--- src/rtl/lmi_pkg.sv ---
// Shared constants, helpers and types for the multiport local memory interface.
package lmi_pkg;

   // Which SRAM port returned a port's completion data.
   typedef enum logic {
      PATH_RW = 1'b0,
      PATH_R  = 1'b1
   } lmi_path_e;

   // Byte lanes per data word.
   function automatic int unsigned lmi_bytes(input int unsigned data_width);
      return data_width / 8;
   endfunction

   // Number of byte-address bits below the word address.
   function automatic int unsigned lmi_byte_offset(input int unsigned data_width);
      return $clog2(data_width / 8);
   endfunction

   // LSB position of slice 'index' in a flat bus of 'width'-bit slices.
   function automatic int unsigned lmi_slice_lsb(input int unsigned index,
                                                 input int unsigned width);
      return index * width;
   endfunction

endpackage

--- src/rtl/lmi_rr_arbiter.sv ---
// Round-robin arbiter: combinational grant search from a registered pointer.
// The pointer moves just past the granted index whenever 'advance' is high.
module lmi_rr_arbiter #(
   parameter int unsigned NUM_PORTS   = 2,
   parameter int unsigned INDEX_WIDTH = $clog2(NUM_PORTS)
) (
   input  logic                   clk,
   input  logic                   rst,
   input  logic [NUM_PORTS-1:0]   request,
   input  logic                   advance,
   output logic [NUM_PORTS-1:0]   grant,
   output logic [INDEX_WIDTH-1:0] grant_index
);

   logic [INDEX_WIDTH-1:0] ptr;
   logic                   found;
   int unsigned            idx;

   // Pick the first requester at or after the pointer, wrapping around.
   always_comb begin
      grant       = '0;
      grant_index = '0;
      found       = 1'b0;
      idx         = 0;
      for (int unsigned k = 0; k < NUM_PORTS; k++) begin
         idx = (32'(ptr) + k) % NUM_PORTS;
         if (!found && request[idx]) begin
            found       = 1'b1;
            grant[idx]  = 1'b1;
            grant_index = INDEX_WIDTH'(idx);
         end
      end
   end

   // Advance the pointer past the winner so it has lowest priority next time.
   always_ff @(posedge clk) begin
      if (rst) begin
         ptr <= '0;
      end else if (advance) begin
         if (32'(grant_index) == NUM_PORTS - 1) begin
            ptr <= '0;
         end else begin
            ptr <= grant_index + 1'b1;
         end
      end
   end

endmodule

--- src/rtl/lmi_multiport_rw_r.sv ---
// Multiport local memory interface onto one SRAM macro with an RW port and an
// R port. Reads by READ_OWNER use the R port without arbitration; everything
// else shares the RW port through a round-robin arbiter.
// Optional build macro LMI_ACCESS_ERROR_EN adds req_error and completes
// misaligned/out-of-range requests with an error pulse instead of ignoring them.
module lmi_multiport_rw_r
   import lmi_pkg::*;
#(
   parameter int unsigned NUM_PORTS         = 2,
   parameter int unsigned ADDRESS_SIZE      = 24,
   parameter int unsigned DATA_WIDTH        = 32,
   parameter int unsigned SRAM_ADDRESS_SIZE = 9,
   parameter int unsigned READ_OWNER        = 0
) (
   input  logic                                       clk,
   input  logic                                       rst,
   input  logic [NUM_PORTS*ADDRESS_SIZE-1:0]          req_address,
   input  logic [NUM_PORTS*lmi_bytes(DATA_WIDTH)-1:0] req_byte_select,
   input  logic [NUM_PORTS-1:0]                       req_enable,
   input  logic [NUM_PORTS-1:0]                       req_write_enable,
   input  logic [NUM_PORTS*DATA_WIDTH-1:0]            req_data_write,
   output logic [NUM_PORTS*DATA_WIDTH-1:0]            req_data_read,
   output logic [NUM_PORTS-1:0]                       req_busy,
`ifdef LMI_ACCESS_ERROR_EN
   output logic [NUM_PORTS-1:0]                       req_error,
`endif
   output logic                                       sram_rw_select,
   output logic                                       sram_rw_write_enable,
   output logic [SRAM_ADDRESS_SIZE-1:0]               sram_rw_address,
   output logic [lmi_bytes(DATA_WIDTH)-1:0]           sram_rw_write_mask,
   output logic [DATA_WIDTH-1:0]                      sram_rw_data_write,
   input  logic [DATA_WIDTH-1:0]                      sram_rw_data_read,
   output logic                                       sram_r_select,
   output logic [SRAM_ADDRESS_SIZE-1:0]               sram_r_address,
   input  logic [DATA_WIDTH-1:0]                      sram_r_data_read
);

   localparam int unsigned BYTES       = lmi_bytes(DATA_WIDTH);
   localparam int unsigned BYTE_OFFSET = lmi_byte_offset(DATA_WIDTH);
   localparam int unsigned INDEX_WIDTH = $clog2(NUM_PORTS);
   localparam int unsigned RANGE_SHIFT = SRAM_ADDRESS_SIZE + BYTE_OFFSET;
   localparam logic [ADDRESS_SIZE-1:0] ALIGN_MASK =
      ADDRESS_SIZE'((64'd1 << BYTE_OFFSET) - 64'd1);

   logic [ADDRESS_SIZE-1:0]      addr      [NUM_PORTS];
   logic [SRAM_ADDRESS_SIZE-1:0] word_addr [NUM_PORTS];
   logic [BYTES-1:0]             sel       [NUM_PORTS];
   logic [DATA_WIDTH-1:0]        wdata     [NUM_PORTS];
   logic [BYTES-1:0]             last_sel  [NUM_PORTS];
   lmi_path_e                    path      [NUM_PORTS];

   logic [NUM_PORTS-1:0]   well_formed;
   logic [NUM_PORTS-1:0]   valid;
   logic [NUM_PORTS-1:0]   r_service;
   logic [NUM_PORTS-1:0]   eligible;
   logic [NUM_PORTS-1:0]   grant;
   logic [NUM_PORTS-1:0]   serviced;
   logic [NUM_PORTS-1:0]   err_service;
   logic [NUM_PORTS-1:0]   complete;
   logic [NUM_PORTS-1:0]   done;
   logic [INDEX_WIDTH-1:0] grant_index;
   logic                   advance;

   // Split the flat request buses and qualify each port's address.
   // Shifting by RANGE_SHIFT >= ADDRESS_SIZE yields zero, so the range check
   // disappears on its own when every byte address fits in the SRAM.
   always_comb begin
      for (int unsigned i = 0; i < NUM_PORTS; i++) begin
         addr[i]        = req_address[lmi_slice_lsb(i, ADDRESS_SIZE) +: ADDRESS_SIZE];
         sel[i]         = req_byte_select[lmi_slice_lsb(i, BYTES) +: BYTES];
         wdata[i]       = req_data_write[lmi_slice_lsb(i, DATA_WIDTH) +: DATA_WIDTH];
         word_addr[i]   = SRAM_ADDRESS_SIZE'(addr[i] >> BYTE_OFFSET);
         well_formed[i] = ((addr[i] & ALIGN_MASK) == '0) &&
                          ((addr[i] >> RANGE_SHIFT) == '0);
         valid[i]       = req_enable[i] && well_formed[i];
      end
   end

   // Route READ_OWNER reads to the R port; everything else competes for RW.
   // Reset masks both so no SRAM select can rise while rst is high.
   always_comb begin
      r_service = '0;
      eligible  = '0;
      for (int unsigned i = 0; i < NUM_PORTS; i++) begin
         if (i == READ_OWNER && !req_write_enable[i]) begin
            r_service[i] = !rst && valid[i] && !done[i];
         end else begin
            eligible[i]  = !rst && valid[i] && !done[i];
         end
      end
   end

   lmi_rr_arbiter #(
      .NUM_PORTS   (NUM_PORTS),
      .INDEX_WIDTH (INDEX_WIDTH)
   ) u_arbiter (
      .clk         (clk),
      .rst         (rst),
      .request     (eligible),
      .advance     (advance),
      .grant       (grant),
      .grant_index (grant_index)
   );

   // The pointer moves on every cycle the RW port is handed out.
   always_comb begin
      advance  = |grant;
      serviced = grant | r_service;
   end

   // Drive the RW port from the granted requester, idle zeros otherwise.
   always_comb begin
      sram_rw_select       = 1'b0;
      sram_rw_write_enable = 1'b0;
      sram_rw_address      = '0;
      sram_rw_write_mask   = '0;
      sram_rw_data_write   = '0;
      if (|grant) begin
         sram_rw_select       = 1'b1;
         sram_rw_write_enable = req_write_enable[grant_index];
         sram_rw_address      = word_addr[grant_index];
         sram_rw_write_mask   = sel[grant_index];
         sram_rw_data_write   = wdata[grant_index];
      end
   end

   // Drive the R port for the owner's read.
   always_comb begin
      sram_r_select  = |r_service;
      sram_r_address = (|r_service) ? word_addr[READ_OWNER] : '0;
   end

`ifdef LMI_ACCESS_ERROR_EN
   // Malformed requests finish in one cycle without touching the SRAM.
   always_comb begin
      err_service = '0;
      for (int unsigned i = 0; i < NUM_PORTS; i++) begin
         err_service[i] = !rst && req_enable[i] && !well_formed[i] && !done[i];
      end
      complete = serviced | err_service;
      req_busy = req_enable & ~done;
   end

   // Error flag pulses alongside done for a malformed request.
   always_ff @(posedge clk) begin
      if (rst) begin
         req_error <= '0;
      end else begin
         req_error <= err_service;
      end
   end
`else
   // Malformed requests are ignored: never busy, never complete.
   always_comb begin
      err_service = '0;
      complete    = serviced;
      req_busy    = valid & ~done;
   end
`endif

   // Completion bookkeeping: one-cycle done pulse, returned lanes and source.
   // Writes and error completions latch no lanes so they read back all-ones.
   always_ff @(posedge clk) begin
      if (rst) begin
         done <= '0;
         for (int unsigned i = 0; i < NUM_PORTS; i++) begin
            last_sel[i] <= '0;
            path[i]     <= PATH_RW;
         end
      end else begin
         done <= complete;
         for (int unsigned i = 0; i < NUM_PORTS; i++) begin
            if (complete[i]) begin
               last_sel[i] <= (serviced[i] && !req_write_enable[i]) ? sel[i] : '0;
               path[i]     <= r_service[i] ? PATH_R : PATH_RW;
            end
         end
      end
   end

   // Return SRAM bytes on completed, selected lanes; all-ones everywhere else.
   always_comb begin
      req_data_read = '1;
      for (int unsigned i = 0; i < NUM_PORTS; i++) begin
         for (int unsigned b = 0; b < BYTES; b++) begin
            if (done[i] && last_sel[i][b]) begin
               req_data_read[lmi_slice_lsb(i, DATA_WIDTH) + b*8 +: 8] =
                  (path[i] == PATH_R) ? sram_r_data_read[b*8 +: 8]
                                      : sram_rw_data_read[b*8 +: 8];
            end
         end
      end
   end

endmodule

--- config.mk ---
export PLATFORM = sky130hd
export DESIGN_NAME = lmi_multiport_rw_r
export DESIGN_NICKNAME = d
export VERILOG_FILES = /design/src/rtl/lmi_pkg.sv /design/src/rtl/lmi_rr_arbiter.sv /design/src/rtl/lmi_multiport_rw_r.sv
export SDC_FILE = /design/constraint.sdc
export NUM_CORES = 1
export LEC_CHECK = 0
export BUFFER_PORTS_ARGS = -buffer_cell sky130_fd_sc_hd__buf_2
export CORE_AREA = 2 2 123 125
export CTS_BUF_LIST = sky130_fd_sc_hd__clkbuf_8
export CTS_CLUSTER_DIAMETER = 50
export CTS_CLUSTER_SIZE = 12
export DETAILED_ROUTE_END_ITERATION = 16
export DIE_AREA = 0 0 125 127
export SLEW_MARGIN = 20
export SYNTH_ARGS = -nofsm -noshare
export SYNTH_HDL_FRONTEND = slang
export SYNTH_SLANG_ARGS = --single-unit
--- constraint.sdc ---
create_clock -name clk -period 2.4 [get_ports clk]
set_input_delay 0.24 -clock clk [delete_from_list [all_inputs] [get_ports clk]]
set_output_delay 0.24 -clock clk [all_outputs]
set_load 0.05 [all_outputs]
==> results of run 1 <==
==> worst min path at each step <==
stage / startpoint / endpoint / slack (ns)
after global routing: req_byte_select[3] / last_sel[0][3]$_SDFFCE_PN0P_ / 0.29
after CTS: req_byte_select[2] / last_sel[0][2]$_SDFFCE_PN0P_ / 0.28
after floorplan: rst / done[0]$_SDFF_PP0_ / 0.31
final: req_byte_select[2] / last_sel[0][2]$_SDFFCE_PN0P_ / 0.29
after detailed placement: req_byte_select[3] / last_sel[0][3]$_SDFFCE_PN0P_ / 0.53
after global placement: req_byte_select[3] / last_sel[0][3]$_SDFFCE_PN0P_ / 0.54
==> final cells by class <==
type                            count  area, µm²
Tap cell                          184        230
Clock buffer                        3       41.3
Sequential cell                    12        330
Clock inverter                      1       3.75
Fill cell                        1516       9360
Timing Repair Buffer              341       2270
Antenna cell                        2       5.00
Inverter                            3       11.3
Multi-Input combinational cell    290       2180
==> per-layer routing <==
| layer | vias up | track usage [%] | wire length, µm |
|---|---|---|---|
| li1 | 1883 | - | - |
| met1 | 1852 | 16.0 | 4910 |
| met2 | 244 | 33.8 | 8160 |
| met3 | 21 | 1.93 | 1040 |
| met4 | 0 | 3.79 | 341 |
| met5 | - | 0 | 0 |
==> power by group through the flow <==
stage | clock network (mW) | logic, mW | registers [mW]
after global routing | 0.204 | 0.311 | 0.234
final | 0.190 | 0.286 | 0.233
after floorplan | 0 | 0.0830 | 0.236
after detailed placement | 0 | 0.278 | 0.237
after global placement | 0 | 0.274 | 0.236
after CTS | 0.194 | 0.281 | 0.233
==> registers in the layout (all words and copies together) (netlist names) <==
signal         count
last_sel           8
done               2
path               1
u_arbiter.ptr      1
==> stage by stage <==
| stage | worst slack [ns] | instances | utilization, % |
|---|---|---|---|
| 2_1_floorplan | -0.446 | 346 | - |
| 3_3_place_gp | -0.226 | 821 | 30.4 |
| 3_5_place_dp | -0.206 | 821 | 30.4 |
| 4_1_cts | -0.00536 | 827 | 31.6 |
| 5_1_grt | -0.0763 | 836 | 35.1 |
| 6_report | -0.00921 | 836 | 35.1 |
==> cells in the final DEF, fill, tap and decap left out, types with 10 or more instances in the layout <==
| master | count |
|---|---|
| sky130_fd_sc_hd__buf_2 | 256 |
| sky130_fd_sc_hd__nand2_1 | 82 |
| sky130_fd_sc_hd__nand3_1 | 47 |
| sky130_fd_sc_hd__buf_6 | 38 |
| sky130_fd_sc_hd__mux2i_1 | 32 |
| sky130_fd_sc_hd__or2_2 | 32 |
| sky130_fd_sc_hd__buf_4 | 32 |
| sky130_fd_sc_hd__o32ai_1 | 19 |
| sky130_fd_sc_hd__o32ai_2 | 18 |
| sky130_fd_sc_hd__buf_12 | 10 |
==> cell families after synthesis <==
group                  Yosys count  synth area share, %
buffers and inverters           44                 8.61
and+or+nand+nor                206                 44.9
DFF                             12                 13.9
muxes                           32                 13.5
AOI/OAI and AO/OA               52                 19.1
==> worst max-delay path, cell delays in order <==
cell	delay (ns)
sky130_fd_sc_hd__buf_6	0.09
sky130_fd_sc_hd__or4_4	0.52
sky130_fd_sc_hd__or4_4	0.46
sky130_fd_sc_hd__nor4_4	0.21
sky130_fd_sc_hd__buf_6	0.19
sky130_fd_sc_hd__clkbuf_16	0.17
sky130_fd_sc_hd__o32ai_1	0.08
sky130_fd_sc_hd__buf_4	0.20
==> what timing repair did <==
action                                  in CTS  in global routing
gates cloned                                 1                  4
gates resized for setup                     25                138
endpoints found under the setup margin      53                 54
hold buffers                                 0                  0
buffers inserted                             1                  3
pin swaps                                    2                  2
==> out/metrics.json, run 1 <==
{
  "run_status": {
    "status": "complete, but fails checks",
    "failed_checks": "setup timing"
  },
  "critical_path": {
    "rr_worst_depth": 7,
    "reg2reg_to": "last_sel[0][7]$_SDFFCE_PN0P_",
    "worst-r2r-setup-slack_ns": 0.39,
    "cp_max_fo": 8,
    "critPathCaptureType": "output port",
    "worst_setup_path_start_kind": "input port",
    "worst_r2r_startpoint": "done[0]$_SDFF_PP0_",
    "critical_path_required_ns": 2.16,
    "crit_start": "req_address[15]",
    "cp_data_arrival_time_ns": 2.17,
    "cp-endpoint": "sram_rw_data_write[25]",
    "worst-setup-path-type": "input port to output port"
  },
  "detailed_routing": {
    "final_routed_drc_violation_total": 0,
    "ant_nets": 0,
    "vias_per_cell": 4.78,
    "wl_per_cell_um": 17.3,
    "first_iter_violations": 95,
    "detailedRoute.firstPassIterationCount": 4,
    "detail_route.wirelength_um": 14500,
    "route.vias.total": 4000
  },
  "floorplan": {
    "die-height_um": 127,
    "full_die_area_mm2": 0.0159,
    "start_util_pct": 16.4,
    "fp-row-count": 44,
    "die_w_um": 125,
    "boundaryPins": 313,
    "core-area_mm2": 0.0144
  },
  "clock_network": {
    "htree_levels": 1,
    "clock_path_buffers": 2,
    "cts_inserted_buffers": 3,
    "worst_setup_hold_path_clk_slew_ns": 0.06,
    "cts_root_buffer": "sky130_fd_sc_hd__clkbuf_8",
    "clock_sink_count": 12,
    "insertion_delay_ns": 0.24,
    "tritoncts": "yes"
  },
  "synth": {
    "ys.warnings.count": 0,
    "mappedNetlistArea_mm2": 0.00237,
    "syn-mean-instance-area_um2": 6.85,
    "yosysSeqAreaShare_pct": 13.9,
    "synthTopCellsByArea": "sky130_fd_sc_hd__o32ai_1 16%, sky130_fd_sc_hd__mux2i_1 14%, sky130_fd_sc_hd__nand2_1 13%",
    "post-synth-top-count-cell": "sky130_fd_sc_hd__nand2_1",
    "synth_seq_cells": 12,
    "synth_enable_flop_cells": 9,
    "yosys.cell_types.count": 36,
    "async_reset_ff_share_pct": 0,
    "synth_ff_type": "sky130_fd_sc_hd__edfxtp_1",
    "synthTopCellsByCount": "83 x sky130_fd_sc_hd__nand2_1, 48 x sky130_fd_sc_hd__nand3_1, 44 x sky130_fd_sc_hd__o32ai_1, 32 x sky130_fd_sc_hd__mux2i_1, 32 x sky130_fd_sc_hd__or2_2",
    "syn_nets": 536,
    "yosysTopAreaCellShare_pct": 16.3,
    "syn_inst": 346,
    "yosys.area.top_type": "sky130_fd_sc_hd__o32ai_1"
  },
  "global_routing": {
    "grt_usage_pct": 15.8,
    "grt_pass1_vias": 3869,
    "grt_first_pass_wirelength_um": 20300,
    "antenna_violations_before_repair": 2,
    "global_route.overflow_total": 0,
    "grt_start_max_net_pins": 43
  },
  "placement": {
    "placedInstanceArea_mm2": 0.00439,
    "gp_congestion": 0.798,
    "numPortBuffers": 312,
    "place.detailed.hpwl_um": 11600
  },
  "sta": {
    "fin_setup_tns_ns": -0.0175,
    "min_period_over_period_pct": 100,
    "setup_violations": 4,
    "fin_worst_skew_ns": 0.00925,
    "slew_violations": 0,
    "setup_repair_after_global_routing_missed_its_margin": "true",
    "min_tclk_post_route_ns": 2.41,
    "final_hold_slack_ns": 0.287,
    "timing.final.hold_violations": 0,
    "fin_ws_ns": -0.00921,
    "timing_worst_slew_pin_value_ns": 0.408,
    "max_clock_freq_ghz": 0.415,
    "max-slew-margin-rel_pct": 72.6
  },
  "finish": {
    "post_route_cells_drive_above_1_share_pct": 65.4,
    "areaGrowthSynthToFinish_pct": 114,
    "finalInstanceArea_mm2": 0.00507,
    "num-nets-final": 841
  },
  "power": {
    "power.clock.fraction_pct": 26.8,
    "power.leakage_nw": 2.15,
    "p_int_uw": 500,
    "pwr-share-seq_pct": 32.8,
    "netSwitchingFraction_pct": 29.5,
    "total_power_consumption_uw": 708,
    "comb_power_share_pct": 40.3,
    "netSwitchingPower_uw": 209,
    "power.ir.vdd_worst_mv": 0.136,
    "power-per-cell-area_mw_per_mm2": 140
  },
  "worst_hold_path": {
    "hp-class": "input port to flip-flop",
    "min_delay_path_depth": 2
  },
  "job": {
    "timing.max_cap.violations": 0
  }
}
(Power assumes the default switching activity.)
==> inputs of run 2 (changes only) <==
CORE_AREA = 2 2 121 123   (was 2 2 123 125)
DIE_AREA = 0 0 123 125   (was 0 0 125 127)
clock period = 2.9 ns   (was 2.4 ns; I/O delays follow)
==> out/metrics.json, run 2 (synthesis results as in run 1) <==
{
  "critical_path": {
    "cpPeakStageDelay": {"value": 0.57, "unit": "ns", "change": "+0.05 ns"},
    "worst-setup-path-type": "input port to output port",
    "worst_setup_path_start_kind": "input port",
    "cp_max_fo": {"value": 19, "change": "+11"},
    "timing.critical_path.slowest_stage_cell": "sky130_fd_sc_hd__or4_1",
    "critical_path_required": {"value": 2.61, "unit": "ns", "change": "+0.45 ns"},
    "cp_data_arrival_time": {"value": 2.44, "unit": "ns", "change": "+0.27 ns"},
    "worst_path_dominant_cell_family": "simple AND/OR/NAND/NOR gates",
    "critPathCaptureType": "output port",
    "critical_path.cell_chain": "buf_2 > or4_1 > or4_4 > nor4_4 > buf_4 > o32ai_2 > buf_2",
    "count_of_buffering_cells_on_the_critical_path_with_inverters_included": {"value": 3, "change": "-1"},
    "timing.critical_path.mode_cell": "sky130_fd_sc_hd__buf_2"
  },
  "clock_network": {
    "tritoncts": "yes",
    "worst_setup_hold_path_clk_slew": {"value": 0.05, "unit": "ns", "change": "about the same"},
    "clock_path_buffers": {"value": 2, "change": "unchanged"},
    "cts_post_setup_buffers_inserted": {"value": 0, "change": "-1"},
    "cts_root_buffer": "sky130_fd_sc_hd__clkbuf_8",
    "cts_inserted_buffers": {"value": 3, "change": "unchanged"},
    "htree_levels": {"value": 1, "change": "unchanged"},
    "insertion_delay": {"value": 0.24, "unit": "ns", "change": "about the same"},
    "holdBufCountCts": {"value": 0, "change": "unchanged"},
    "clock_sink_count": {"value": 12, "change": "unchanged"},
    "ctsResizeCount": {"value": 0, "change": "-100%"}
  },
  "sta": {
    "fin_ws": {"value": 0.173, "unit": "ns", "change": "+0.182 ns"},
    "min_period_over_period_pct": 94.0,
    "slew_violations": {"value": 0, "change": "unchanged"},
    "timing_worst_slew_pin_value": {"value": 0.540, "unit": "ns", "change": "+0.132 ns"},
    "max_clock_freq_ghz": 0.367,
    "min_tclk_post_route_ns": 2.73,
    "timing.final.hold_violations": {"value": 0, "change": "unchanged"},
    "max-slew-margin-rel": {"value": 64.0, "unit": "%", "change": "-8.6 points"},
    "fin_setup_tns": {"value": 0, "unit": "ns", "change": "+0.0175 ns"},
    "setup_violations": {"value": 0, "change": "-4"},
    "setup_repair_after_global_routing_missed_its_margin": "false",
    "fin_worst_skew": {"value": 0.00330, "unit": "ns", "change": "-0.00594 ns"}
  },
  "finish": {
    "highest_count_cells_in_the_layout_ignoring_fill_and_taps": "312 x sky130_fd_sc_hd__buf_2, 82 x sky130_fd_sc_hd__nand2_1, 48 x sky130_fd_sc_hd__nand3_1",
    "post_route_cells_drive_above_1_share": {"value": 63.2, "unit": "%", "change": "-2.1 points"},
    "largest_register_ffs": {"value": 8, "change": "unchanged"},
    "final_core_util": {"value": 31.1, "unit": "%", "change": "-4.1 points"},
    "num-nets-final": {"value": 825, "change": "-1.9%"},
    "areaGrowthSynthToFinish_pct": 86.3,
    "layout_commonest_cell": "sky130_fd_sc_hd__buf_2",
    "register_name_with_the_most_flops": "last_sel",
    "reg_top3": "last_sel (8), done (2)"
  },
  "global_routing": {
    "grt_pass1_vias": {"value": 3767, "change": "-2.6%"},
    "grt_first_pass_wirelength": {"value": 19100, "unit": "µm", "change": "-5.7%"},
    "grt_start_max_net_pins": {"value": 50, "change": "+16%"},
    "global_route.overflow_total": {"value": 0, "change": "unchanged"},
    "antenna_violations_before_repair": {"value": 2, "change": "unchanged"},
    "grt_usage": {"value": 15.8, "unit": "%", "change": "-0.036 points"}
  },
  "worst_hold_path": {
    "hp-class": "input port to flip-flop"
  },
  "placement": {
    "gp_congestion": {"value": 0.781, "change": "-2.2%"},
    "place_worst_setup_slack": {"value": 0.161, "unit": "ns", "change": "+0.367 ns"},
    "place.detailed.hpwl": {"value": 11100, "unit": "µm", "change": "-4.0%"},
    "numPortBuffers": {"value": 312, "change": "unchanged"}
  },
  "detailed_routing": {
    "final_routed_drc_violation_total": {"value": 0, "change": "unchanged"},
    "detail_route.wirelength": {"value": 13100, "unit": "µm", "change": "-9.4%"},
    "wl_per_cell": {"value": 16.0, "unit": "µm", "change": "-7.6%"},
    "vias_per_cell": {"value": 4.65, "change": "-2.9%"},
    "first_iter_violations": {"value": 126, "change": "+33%"},
    "ant_nets": {"value": 0, "change": "unchanged"},
    "detailedRoute.firstPassIterationCount": {"value": 4, "change": "unchanged"},
    "route.vias.total": {"value": 3810, "change": "-4.8%"}
  },
  "floorplan": {
    "die_w": {"value": 123, "unit": "µm", "change": "-1.6%"},
    "core-area": {"value": 0.0142, "unit": "mm²", "change": "-1.5%"},
    "fp-row-count": {"value": 44, "change": "unchanged"},
    "die-height": {"value": 125, "unit": "µm", "change": "-1.6%"},
    "start_util": {"value": 16.7, "unit": "%", "change": "+0.25 points"},
    "boundaryPins": {"value": 313, "change": "unchanged"},
    "full_die_area": {"value": 0.0154, "unit": "mm²", "change": "-3.1%"}
  },
  "run_status": {
    "status": "finished clean"
  },
  "power": {
    "power.leakage": {"value": 2.00, "unit": "nW", "change": "-7.0%"},
    "power-per-cell-area": {"value": 135, "unit": "mW/mm²", "change": "-3.8%"},
    "power.ir.vdd_worst": {"value": 0.108, "unit": "mV", "change": "-21%"}
  },
  "job": {
    "timing.max_cap.violations": {"value": 0, "change": "unchanged"}
  }
}
[run 2: changes by cell type in the layout (fill, tap and decap cells not counted), moves of 3 or more]
cell / before / now
sky130_fd_sc_hd__and2_1: 8 / 17
sky130_fd_sc_hd__buf_2: 256 / 312
sky130_fd_sc_hd__buf_4: 32 / 9
sky130_fd_sc_hd__buf_12: 10 / 4
sky130_fd_sc_hd__o32ai_2: 18 / 31
sky130_fd_sc_hd__clkbuf_16: 3 / 0
sky130_fd_sc_hd__buf_6: 38 / 0
sky130_fd_sc_hd__and2_2: 9 / 0
sky130_fd_sc_hd__o32ai_4: 8 / 0
sky130_fd_sc_hd__o32ai_1: 19 / 14
[run 2: layout make-up]
| class | instances | area, µm² |
|---|---|---|
| well taps | 184 | 230 |
| flip-flops and latches | 12 | 330 |
| inverters | 3 | 11.3 |
| clock buffers | 4 | 55.1 |
| fillers | 1600 | 9790 |
| multi-input cells | 290 | 2070 |
| repair buffers | 325 | 1710 |
| diodes | 2 | 5.00 |
[run 2: final timing paths]
kind / from / to / slack [ns] / depth (start not counted)
worst max-delay path: req_address[14] / sram_rw_write_mask[2] / 0.17 / 7
worst max register to register: done[0]$_SDFF_PP0_ / last_sel[0][7]$_SDFFCE_PN0P_ / 0.73 / 5
worst min register to register: u_arbiter.ptr$_SDFFE_PP0P_ / u_arbiter.ptr$_SDFFE_PP0P_ / 0.76 / 3
worst min-delay path: req_write_enable[0] / done[0]$_SDFF_PP0_ / 0.35 / 2
[run 2: metal layers]
metal / up-vias / wire [µm] / GRT usage, %
li1: 1851 / - / -
met1: 1742 / 4590 / 15.6
met2: 205 / 7210 / 33.1
met3: 12 / 1080 / 2.37
met4: 0 / 210 / 3.61
met5: - / 0 / 0
[run 2: through the flow]
stage	hold WS (ns)	cell area, µm²	power (mW)	std cells
6_report	0.354	4420	0.594	820
5_1_grt	0.361	4420	0.638	820
4_1_cts	0.344	4410	0.604	818
3_5_place_dp	0.598	4360	0.423	814
3_3_place_gp	0.600	4360	0.419	814
2_1_floorplan	0.363	2590	0.264	346
[run 2: where the power goes]
group / switching (mW) / internal [mW] / total [mW] / leakage [nW]
registers: 0.00131 / 0.191 / 0.192 / 0.110
clock network: 0.0580 / 0.120 / 0.178 / 0.0288
logic: 0.0999 / 0.125 / 0.224 / 1.86
total: 0.159 / 0.435 / 0.594 / 2.00
[run 2: worst register-to-register path: stages, from the launching register on]
cell                       delay (ns)
sky130_fd_sc_hd__dfxtp_1         0.34
sky130_fd_sc_hd__nor4b_1         0.32
sky130_fd_sc_hd__nand3_1         0.27
sky130_fd_sc_hd__nor4_4          0.39
sky130_fd_sc_hd__buf_4           0.34
sky130_fd_sc_hd__o21bai_1        0.22
==> inputs of run 3 (changes only) <==
BUFFER_PORTS_ARGS = -buffer_cell sky130_fd_sc_hd__buf_4   (was -buffer_cell sky130_fd_sc_hd__buf_2)
==> out/metrics.json, run 3 (synthesis results as in run 1) <==
{
  "critical_path": {
    "critical_path_required": {"value": 2.61, "unit": "ns", "change": "about the same"},
    "reg2reg_to": "last_sel[0][6]$_SDFFCE_PN0P_",
    "timing.critical_path.mode_cell": "sky130_fd_sc_hd__buf_4",
    "worst_r2r_startpoint": "done[0]$_SDFF_PP0_",
    "critical_path.cell_chain": "buf_4 > or4_1 > or4_4 > nor4_4 > buf_4 > o32ai_2 > buf_4",
    "worst_setup_path_start_kind": "input port",
    "critPathCaptureType": "output port",
    "timing.critical_path.slowest_stage_cell": "sky130_fd_sc_hd__or4_1",
    "cp_max_fo": {"value": 19, "change": "unchanged"},
    "worst-r2r-setup-slack": {"value": 0.70, "unit": "ns", "change": "-0.03 ns"},
    "worst-setup-path-type": "input port to output port",
    "rr_worst_depth": {"value": 5, "change": "unchanged"},
    "cpPeakStageDelay": {"value": 0.56, "unit": "ns", "change": "about the same"},
    "cp_data_arrival_time": {"value": 2.45, "unit": "ns", "change": "about the same"}
  },
  "clock_network": {
    "worst_setup_hold_path_clk_slew": {"value": 0.05, "unit": "ns", "change": "about the same"},
    "ctsResizeCount": {"value": 0, "change": "unchanged"},
    "clock_sink_count": {"value": 12, "change": "unchanged"},
    "insertion_delay": {"value": 0.24, "unit": "ns", "change": "about the same"},
    "cts_post_setup_buffers_inserted": {"value": 0, "change": "unchanged"},
    "clock_path_buffers": {"value": 2, "change": "unchanged"},
    "htree_levels": {"value": 1, "change": "unchanged"},
    "tritoncts": "yes",
    "cts_root_buffer": "sky130_fd_sc_hd__clkbuf_8",
    "holdBufCountCts": {"value": 0, "change": "unchanged"},
    "cts_inserted_buffers": {"value": 3, "change": "unchanged"}
  },
  "finish": {
    "areaGrowthSynthToFinish_pct": 119,
    "layout.filler_cells": {"value": 1500, "change": "-6.3%"},
    "highest_count_cells_in_the_layout_ignoring_fill_and_taps": "321 x sky130_fd_sc_hd__buf_4, 82 x sky130_fd_sc_hd__nand2_1, 48 x sky130_fd_sc_hd__nand3_1",
    "finalInstanceArea": {"value": 0.00519, "unit": "mm²", "change": "+18%"},
    "reg_top3": "last_sel (8), done (2)",
    "multiInputGateArea": {"value": 0.00207, "unit": "mm²", "change": "unchanged"},
    "num-nets-final": {"value": 825, "change": "unchanged"},
    "layout_commonest_cell": "sky130_fd_sc_hd__buf_4",
    "post_route_cells_drive_above_1_share": {"value": 63.2, "unit": "%", "change": "unchanged"},
    "register_name_with_the_most_flops": "last_sel",
    "largest_register_ffs": {"value": 8, "change": "unchanged"},
    "antenna_cells": {"value": 0, "change": "-2"},
    "final_core_util": {"value": 36.5, "unit": "%", "change": "+5.5 points"},
    "area.sequential": {"value": 330, "unit": "µm²", "change": "unchanged"}
  },
  "power": {
    "power-per-cell-area": {"value": 128, "unit": "mW/mm²", "change": "-4.5%"},
    "power.ir.vdd_worst": {"value": 0.0982, "unit": "mV", "change": "-8.9%"},
    "power.leakage": {"value": 2.27, "unit": "nW", "change": "+14%"},
    "total_power_consumption": {"value": 667, "unit": "µW", "change": "+12%"}
  },
  "worst_hold_path": {
    "hold-path-endpoint": "done[0]$_SDFF_PP0_",
    "hp-class": "input port to flip-flop",
    "min_delay_path_depth": {"value": 2, "change": "unchanged"},
    "hold_path_startpoint": "req_write_enable[0]"
  },
  "sta": {
    "fin_worst_skew": {"value": 0.000580, "unit": "ns", "change": "-0.00272 ns"},
    "max-slew-margin-rel": {"value": 63.6, "unit": "%", "change": "-0.43 points"},
    "max_clock_freq": {"value": 0.365, "unit": "GHz", "change": "-0.55%"},
    "setup_violations": {"value": 0, "change": "unchanged"},
    "min_tclk_post_route": {"value": 2.74, "unit": "ns", "change": "+0.0150 ns"},
    "timing.final.hold_violations": {"value": 0, "change": "unchanged"},
    "fin_setup_tns": {"value": 0, "unit": "ns", "change": "unchanged"},
    "min_period_over_period": {"value": 94.5, "unit": "%", "change": "+0.52 points"},
    "timing_worst_slew_pin_value": {"value": 0.546, "unit": "ns", "change": "+0.00643 ns"},
    "slew_violations": {"value": 0, "change": "unchanged"},
    "setup_repair_after_global_routing_missed_its_margin": "false"
  },
  "placement": {
    "numPortBuffers": {"value": 312, "change": "unchanged"},
    "place.detailed.hpwl": {"value": 11900, "unit": "µm", "change": "+6.4%"},
    "gp_congestion": {"value": 0.779, "change": "-0.24%"},
    "placedInstanceArea": {"value": 0.00514, "unit": "mm²", "change": "+18%"}
  },
  "floorplan": {
    "die-height": {"value": 125, "unit": "µm", "change": "unchanged"},
    "boundaryPins": {"value": 313, "change": "unchanged"},
    "core-area": {"value": 0.0142, "unit": "mm²", "change": "unchanged"},
    "fp-row-count": {"value": 44, "change": "unchanged"},
    "die_w": {"value": 123, "unit": "µm", "change": "unchanged"},
    "full_die_area": {"value": 0.0154, "unit": "mm²", "change": "unchanged"},
    "start_util": {"value": 16.7, "unit": "%", "change": "unchanged"}
  },
  "global_routing": {
    "grt_usage": {"value": 16.2, "unit": "%", "change": "+0.44 points"},
    "global_route.overflow_total": {"value": 0, "change": "unchanged"},
    "grt_start_max_net_pins": {"value": 50, "change": "unchanged"},
    "grt_pass1_vias": {"value": 3741, "change": "-0.69%"},
    "grt_first_pass_wirelength": {"value": 19700, "unit": "µm", "change": "+3.0%"},
    "antenna_violations_before_repair": {"value": 0, "change": "-2"}
  },
  "detailed_routing": {
    "route.vias.total": {"value": 3897, "change": "+2.3%"},
    "detailedRoute.firstPassIterationCount": {"value": 4, "change": "unchanged"},
    "vias_per_cell": {"value": 4.76, "change": "+2.5%"},
    "first_iter_violations": {"value": 114, "change": "-9.5%"},
    "ant_nets": {"value": 0, "change": "unchanged"},
    "wl_per_cell": {"value": 17.1, "unit": "µm", "change": "+7.0%"},
    "final_routed_drc_violation_total": {"value": 0, "change": "unchanged"},
    "detail_route.wirelength": {"value": 14000, "unit": "µm", "change": "+6.7%"}
  },
  "job": {
    "timing.max_cap.violations": {"value": 0, "change": "unchanged"}
  },
  "run_status": {
    "status": "finished clean"
  }
}
[run 3: changes by cell type in the layout (fill, tap and decap cells not counted), sizes merged]
cell   delta
diode     -2
[run 3: cell type report]
type	count	area share, %
inverters	3	0.217
clock buffers	4	1.06
flip-flops and latches	12	6.36
multi-input cells	290	40.0
repair buffers	325	48.0
well taps	184	4.43
[run 3: worst max-delay path by stage]
stage                         start                     end  depth (start not counted)
floorplan           req_address[14]      sram_rw_address[1]                          6
global placement    req_address[14]   sram_rw_write_mask[3]                          7
detailed placement  req_address[14]  sram_rw_data_write[26]                          7
CTS                 req_address[14]  sram_rw_data_write[26]                          7
global route        req_address[14]  sram_rw_data_write[26]                          7
finish              req_address[14]   sram_rw_write_mask[1]                          7
[run 3: critical path, delay by kind of cell]
family          cells  cell delay, ns
buf+inv             3            0.66
simple gates        3            1.37
compound gates      1            0.13
[run 3: layer usage]
layer  GRT usage (%)  part of all wire (%)  routed length (µm)
met5               0                     0                   0
met4            5.61                   2.7                 383
met3            2.65                   8.5                1180
met2            32.7                    54                7550
met1            16.3                    35                4850
[run 3: report_power, final]
group          internal, mW  total (mW)  switching, mW
clock                 0.120       0.180         0.0599
combinational         0.193       0.295          0.102
sequential            0.190       0.192        0.00124
[run 3: through the flow]
stage                     worst slack [ns]  hold WS [ns]  instances
after floorplan                     -0.263         0.363        346
after global placement               0.173         0.545        814
after detailed placement             0.160         0.543        814
after CTS                            0.160         0.290        818
after global routing                0.0682         0.303        818
final                                0.158         0.297        818
